--- src/rtl/aqp_io_fifo_port.sv ---
// aqp_io_fifo_port: Z80 I/O-mapped mailbox target with a TX FIFO (core to CPU)
// and an RX FIFO (CPU to core). The data port is BASE_PORT and the status port
// is BASE_PORT+1. Bus strobes are synchronised and edge-detected. Read data and
// the output enable are combinational from the raw pins and the FIFO/status state.
module aqp_io_fifo_port #(
    parameter logic [7:0] BASE_PORT  = 8'hF6,
    parameter int         DEPTH_LOG2 = 4
) (
    input  logic       clk,
    input  logic       reset,
    input  logic [7:0] ebus_a,
    input  logic [7:0] ebus_d,
    input  logic       ebus_rd_n,
    input  logic       ebus_wr_n,
    input  logic       ebus_iorq_n,
    output logic [7:0] ebus_d_out,
    output logic       ebus_d_oe,
    output logic       irq,
    input  logic [7:0] core_tx_data,
    input  logic       core_tx_wr,
    output logic       core_tx_full,
    output logic [7:0] core_rx_data,
    input  logic       core_rx_rd,
    output logic       core_rx_empty
);

    localparam int                  DEPTH    = 1 << DEPTH_LOG2;
    localparam logic [DEPTH_LOG2:0] CNT_ONE  = {{DEPTH_LOG2{1'b0}}, 1'b1};
    localparam logic [DEPTH_LOG2:0] CNT_FULL = {1'b1, {DEPTH_LOG2{1'b0}}};
    localparam logic [DEPTH_LOG2-1:0] PTR_ONE = CNT_ONE[DEPTH_LOG2-1:0];

    // Strobe synchronisers. Bit 2 is the oldest sample.
    logic [2:0] r_rd_sync;
    logic [2:0] r_wr_sync;
    // r_live marks that stage 0 now holds a pin sample rather than the reset value.
    // The armed flags stay low until a strobe has been seen high after reset.
    // This keeps a strobe that was already low at reset release from producing a
    // false falling edge.
    logic       r_live;
    logic       r_rd_armed;
    logic       r_wr_armed;
    logic       r_rd_hit;
    logic       r_rd_sel;
    logic       r_irq_en;
    logic       r_ovf;
    logic       r_irq;

    logic [7:0]            r_tx_mem [DEPTH];
    logic [DEPTH_LOG2-1:0] r_tx_wptr;
    logic [DEPTH_LOG2-1:0] r_tx_rptr;
    logic [DEPTH_LOG2:0]   r_tx_cnt;
    logic [7:0]            r_rx_mem [DEPTH];
    logic [DEPTH_LOG2-1:0] r_rx_wptr;
    logic [DEPTH_LOG2-1:0] r_rx_rptr;
    logic [DEPTH_LOG2:0]   r_rx_cnt;

    logic       w_rd_fall;
    logic       w_rd_rise;
    logic       w_wr_fall;
    logic       w_port_match;
    logic       w_decode;
    logic       w_wr_data;
    logic       w_wr_stat;
    logic       w_flush;
    logic       w_tx_full;
    logic       w_tx_nonempty;
    logic       w_rx_full;
    logic       w_rx_empty;
    logic       w_tx_push;
    logic       w_tx_pop;
    logic       w_rx_push;
    logic       w_rx_pop;
    logic       w_rx_ovf;
    logic       w_ovf_clr;
    logic [7:0] w_status;
    logic [7:0] w_tx_head;

    assign w_rd_fall     = r_rd_armed && (r_rd_sync[2:1] == 2'b10);
    assign w_rd_rise     = (r_rd_sync[2:1] == 2'b01);
    assign w_wr_fall     = r_wr_armed && (r_wr_sync[2:1] == 2'b10);
    assign w_port_match  = (ebus_a[7:1] == BASE_PORT[7:1]);
    assign w_decode      = !ebus_iorq_n && w_port_match;
    assign w_wr_data     = w_wr_fall && w_decode && !ebus_a[0];
    assign w_wr_stat     = w_wr_fall && w_decode && ebus_a[0];
    assign w_flush       = w_wr_stat && ebus_d[7];

    assign w_tx_full     = (r_tx_cnt == CNT_FULL);
    assign w_tx_nonempty = (r_tx_cnt != {(DEPTH_LOG2+1){1'b0}});
    assign w_rx_full     = (r_rx_cnt == CNT_FULL);
    assign w_rx_empty    = (r_rx_cnt == {(DEPTH_LOG2+1){1'b0}});

    // Each FIFO operation must be legal on its own. A flush discards both.
    assign w_tx_push = core_tx_wr && !w_tx_full && !w_flush;
    assign w_tx_pop  = w_rd_rise && r_rd_hit && !r_rd_sel && w_tx_nonempty && !w_flush;
    assign w_rx_push = w_wr_data && !w_rx_full && !w_flush;
    assign w_rx_pop  = core_rx_rd && !w_rx_empty && !w_flush;
    assign w_rx_ovf  = w_wr_data && w_rx_full;
    assign w_ovf_clr = w_rd_rise && r_rd_hit && r_rd_sel;

    assign w_status  = {4'b0000, r_irq_en, r_ovf, w_rx_full, w_tx_nonempty};
    assign w_tx_head = w_tx_nonempty ? r_tx_mem[r_tx_rptr] : 8'h00;

    assign ebus_d_oe     = !ebus_iorq_n && !ebus_rd_n && w_port_match;
    assign ebus_d_out    = ebus_d_oe ? (ebus_a[0] ? w_status : w_tx_head) : 8'h00;
    assign irq           = r_irq;
    assign core_tx_full  = w_tx_full;
    assign core_rx_empty = w_rx_empty;
    assign core_rx_data  = w_rx_empty ? 8'h00 : r_rx_mem[r_rx_rptr];

    // Strobe synchronisers, post-reset arming, and read hit/port-select latch.
    always_ff @(posedge clk or posedge reset) begin
        if (reset) begin
            r_rd_sync  <= 3'b111;
            r_wr_sync  <= 3'b111;
            r_live     <= 1'b0;
            r_rd_armed <= 1'b0;
            r_wr_armed <= 1'b0;
            r_rd_hit   <= 1'b0;
            r_rd_sel   <= 1'b0;
        end else begin
            r_rd_sync  <= {r_rd_sync[1:0], ebus_rd_n};
            r_wr_sync  <= {r_wr_sync[1:0], ebus_wr_n};
            r_live     <= 1'b1;
            r_rd_armed <= r_rd_armed | (r_live & r_rd_sync[0]);
            r_wr_armed <= r_wr_armed | (r_live & r_wr_sync[0]);
            if (w_rd_fall) begin
                r_rd_hit <= w_decode;
                r_rd_sel <= ebus_a[0];
            end else if (w_rd_rise) begin
                r_rd_hit <= 1'b0;
            end
        end
    end

    // Status registers and the registered interrupt. A flush clears ovf. A new
    // overflow wins over a status-read clear in the same cycle.
    always_ff @(posedge clk or posedge reset) begin
        if (reset) begin
            r_irq_en <= 1'b0;
            r_ovf    <= 1'b0;
            r_irq    <= 1'b0;
        end else begin
            if (w_wr_stat) begin
                r_irq_en <= ebus_d[3];
            end
            if (w_flush) begin
                r_ovf <= 1'b0;
            end else if (w_rx_ovf) begin
                r_ovf <= 1'b1;
            end else if (w_ovf_clr) begin
                r_ovf <= 1'b0;
            end
            r_irq <= r_irq_en && w_tx_nonempty;
        end
    end

    // TX FIFO pointers and count. A simultaneous push and pop leaves the count unchanged.
    always_ff @(posedge clk or posedge reset) begin
        if (reset) begin
            r_tx_wptr <= {DEPTH_LOG2{1'b0}};
            r_tx_rptr <= {DEPTH_LOG2{1'b0}};
            r_tx_cnt  <= {(DEPTH_LOG2+1){1'b0}};
        end else if (w_flush) begin
            r_tx_wptr <= {DEPTH_LOG2{1'b0}};
            r_tx_rptr <= {DEPTH_LOG2{1'b0}};
            r_tx_cnt  <= {(DEPTH_LOG2+1){1'b0}};
        end else begin
            if (w_tx_push) r_tx_wptr <= r_tx_wptr + PTR_ONE;
            if (w_tx_pop)  r_tx_rptr <= r_tx_rptr + PTR_ONE;
            case ({w_tx_push, w_tx_pop})
                2'b10:   r_tx_cnt <= r_tx_cnt + CNT_ONE;
                2'b01:   r_tx_cnt <= r_tx_cnt - CNT_ONE;
                default: r_tx_cnt <= r_tx_cnt;
            endcase
        end
    end

    // RX FIFO pointers and count. A simultaneous push and pop leaves the count unchanged.
    always_ff @(posedge clk or posedge reset) begin
        if (reset) begin
            r_rx_wptr <= {DEPTH_LOG2{1'b0}};
            r_rx_rptr <= {DEPTH_LOG2{1'b0}};
            r_rx_cnt  <= {(DEPTH_LOG2+1){1'b0}};
        end else if (w_flush) begin
            r_rx_wptr <= {DEPTH_LOG2{1'b0}};
            r_rx_rptr <= {DEPTH_LOG2{1'b0}};
            r_rx_cnt  <= {(DEPTH_LOG2+1){1'b0}};
        end else begin
            if (w_rx_push) r_rx_wptr <= r_rx_wptr + PTR_ONE;
            if (w_rx_pop)  r_rx_rptr <= r_rx_rptr + PTR_ONE;
            case ({w_rx_push, w_rx_pop})
                2'b10:   r_rx_cnt <= r_rx_cnt + CNT_ONE;
                2'b01:   r_rx_cnt <= r_rx_cnt - CNT_ONE;
                default: r_rx_cnt <= r_rx_cnt;
            endcase
        end
    end

    // FIFO storage. Entries are only read while the FIFO is non-empty, so they need no reset.
    always_ff @(posedge clk) begin
        if (w_tx_push) r_tx_mem[r_tx_wptr] <= core_tx_data;
        if (w_rx_push) r_rx_mem[r_rx_wptr] <= ebus_d;
    end

endmodule

--- config.mk ---
export PLATFORM = sky130hd
export DESIGN_NAME = aqp_io_fifo_port
export DESIGN_NICKNAME = d
export VERILOG_FILES = /design/src/rtl/aqp_io_fifo_port.sv
export SDC_FILE = /design/constraint.sdc
export NUM_CORES = 1
export LEC_CHECK = 0
export BUFFER_PORTS_ARGS = -buffer_cell sky130_fd_sc_hd__buf_2
export CORE_ASPECT_RATIO = 1.1
export CORE_MARGIN = 2
export CORE_UTILIZATION = 61
export DETAILED_ROUTE_END_ITERATION = 6
export GPL_TIMING_DRIVEN = 0
export PLACE_DENSITY_LB_ADDON = 0.25
export REMOVE_ABC_BUFFERS = 1
export SYNTH_ARGS = -nofsm -noshare
export SYNTH_HDL_FRONTEND = slang
export SYNTH_SLANG_ARGS = --single-unit
--- constraint.sdc ---
create_clock -name clk -period 3.3 [get_ports clk]
set_clock_uncertainty 0.15 [all_clocks]
set_input_delay 0.165 -clock clk [delete_from_list [all_inputs] [get_ports clk]]
set_output_delay 0.165 -clock clk [all_outputs]
set_load 0.01 [all_outputs]
==> results.ini <==
[outcome]
run_status=completed

[layout]
final_cell_area_sq_um=14000
final_common_cell=edfxtp_1
mostFrequentLayoutCells=256 x edfxtp_1, 71 x mux4_2, 50 x buf_2, 41 x nor2_1, 30 x dfrtp_1
drive_above_1_share_pct=27.1
fin_cells=1026
area_growth_syn_to_layout_pct=14.8
nets=797
diodes=0
n_fill_cell=1224

[cts]
root_buffer=clkbuf_16
cts_htree_levels=1
cts_tree=done
clk_latency_ps=540
cts_max_path_buffers=3
clock_sinks=296
cts_buffers=28
cts.clk_slew.worst_paths_ps=70

[grt]
grt_pass1_vias=6707
globalRouteOverflowTotal=0
grtUsageTotal_pct=23.2
antenna_found_initial=0
grt_pass1_wl_microns=37900
grt_max_degree=41

[synth]
netlist_instances=667
async_flop_share_pct=13.5
netlist_top_cells_area=edfxtp_1 63%, mux4_2 13%, dfrtp_1 7.0%
synthesis.area_sq_um=12200
synth.avg_cell_area_sq_um=18.3
yosysUniqueCellTypes=62
seq_area_frac_synth_pct=71.3
synth_top_area_share_pct=63.0
synth_ff_type=edfxtp_1
yosysWarnings=0
yosys.area.top_type=edfxtp_1
synth_seq_cells=296
synth_edf_count=256

[power]
p_clk_share_pct=32.2
swShare_pct=27.0
p_per_area_nw_per_um2=716
p_int_uw=7330
vdd_drop_max_uv=677
leakagePower_uw=0.00485
finalPower_uw=10000
seqPwrFrac_pct=47.8
p_sw_uw=2710
power_frac_comb_pct=20.1

[timing]
fin_hold_ws_ps=65.3
finalCritPeriodShare_pct=94.3
hold_viol_final=0
max_freq_mhz=321
max-slew-margin-rel_pct=13.3
rsz0062_at_grt=no
period_needed_ps=3110
worst_slew_pin_slew_ps=1290
setup_violations=0
drv_slew=0

[run]
drv_cap=0

[setup_path]
cp.arrival_ps=2800
path_max_fanout=25
critPathRequiredTime_ps=2980
crit_type=register to output pin
cp-start-kind=register
end_kind=output pin

[route]
wl_per_cell_microns=23.5
drc_errors=0
via_per_inst=6.19
wl_microns=24100
vias=6356
ant_nets=0
drt_iter0_markers=516
drtPass1Iterations=7

[floorplanning]
fp.dieH_microns=152
dieArea_sq_um=21200
start_util_pct=61.9
core_sq_um=19700
die_w_microns=139
rows=54
ios=51

[placed_design]
hpwl_microns=14800
gp_congestion=0.883
io_buffers=50
place_area_sq_um=12700
dp.cells=941

[hold_path]
hold_path.class=primary input to register

[layout make-up]
| class | count | area (sq um) | area share [%] |
|---|---|---|---|
| Tap cell | 252 | 315 | 2.25 |
| Multi-Input combinational cell | 323 | 3380 | 24.1 |
| Inverter | 15 | 57.6 | 0.411 |
| Clock inverter | 22 | 219 | 1.56 |
| Clock buffer | 30 | 708 | 5.05 |
| Timing Repair Buffer | 88 | 628 | 4.48 |
| Sequential cell | 296 | 8710 | 62.1 |
[sequential cells by signal, summed over array words and instances, names as in the netlist, 3 cells and up]
name	cells
r_rd_sync	3
r_rx_cnt	5
r_rx_mem	128
r_rx_rptr	4
r_rx_wptr	4
r_tx_cnt	5
r_tx_mem	128
r_tx_rptr	4
r_tx_wptr	4
r_wr_sync	3
[synth_stat cells (9+ instances only)]
master,instances
a21oi_1,12
xnor2_1,12
edfxtp_1,256
mux4_2,71
nor3_1,13
nand2_1,22
xor2_1,9
mux2i_1,14
nor2_1,42
inv_1,13
ha_1,14
dfrtp_1,34
clkbuf_1,20
nor2b_1,14
and2_1,14
[cells by family after synthesis]
family | share of synthesized area (%)
and+or+nand+nor | 6.52
DFF | 71.3
other | 0.0307
buffers and inverters | 1.64
AOI/OAI and AO/OA | 3.05
muxes | 14.4
xor gates and xnor gates | 1.64
adders and majority gates | 1.44
[power by group through the flow]
stage | sequential, uW | combinational (uW) | clock, uW
after floorplan | 4800 | 1370 | 0
after global placement | 4950 | 1740 | 0
after detailed placement | 4860 | 1940 | 0
after CTS | 4790 | 1970 | 3260
after global routing | 4840 | 2210 | 3420
final | 4790 | 2020 | 3230
[through the flow]
stage | util [%] | setup WS, ps | TNS [ps]
detailed placement | 64.5 | 99.0 | 0
finish | 71.0 | 187 | 0
CTS | 70.6 | 26.7 | 0
global route | 71.0 | 40.0 | 0
global placement | 64.0 | -2900 | -357850
floorplan | - | -1360 | -98080
[per-layer routing]
metal	up-vias	wire [microns]	track usage, %
met5	-	0	0
met4	0	505	6.35
met3	35	1030	3.21
met2	190	13200	42.1
met1	3308	9430	29.7
li1	2823	-	-
[worst paths after layout]
check	start	to	slack (ps)	cells past startpoint
max in group asynchronous	reset	r_tx_rptr[0]	2160	3
setup / recovery	r_rx_rptr[0]	core_rx_data[5]	190	5
hold reg to reg	r_rd_sync[0]	r_rd_sync[1]	220	0
hold / removal	ebus_a[4]	r_tx_cnt[3]	70	4
setup reg to reg	r_wr_sync[1]	r_tx_mem[6][0]	230	6
min in group asynchronous	reset	r_tx_cnt[4]	210	3
[critical path, cell delays in order (launching register included)]
cell and delay (ps):
dfrtp_2 600, buf_12 280, mux4_2 580, mux4_2 460, nor2b_1 140, buf_2 170
[what timing repair did]
| item | CTS | global route |
|---|---|---|
| hold buffers | 27 | 0 |
| gates resized for setup | 2 | 9 |
| pin swaps | 0 | 1 |
| setup buffers | 0 | 5 |
| endpoints found under the hold margin | 301 | 0 |
| setup endpoints to repair | 8 | 6 |
No activity file was read; power rests on OpenSTA's default activity.
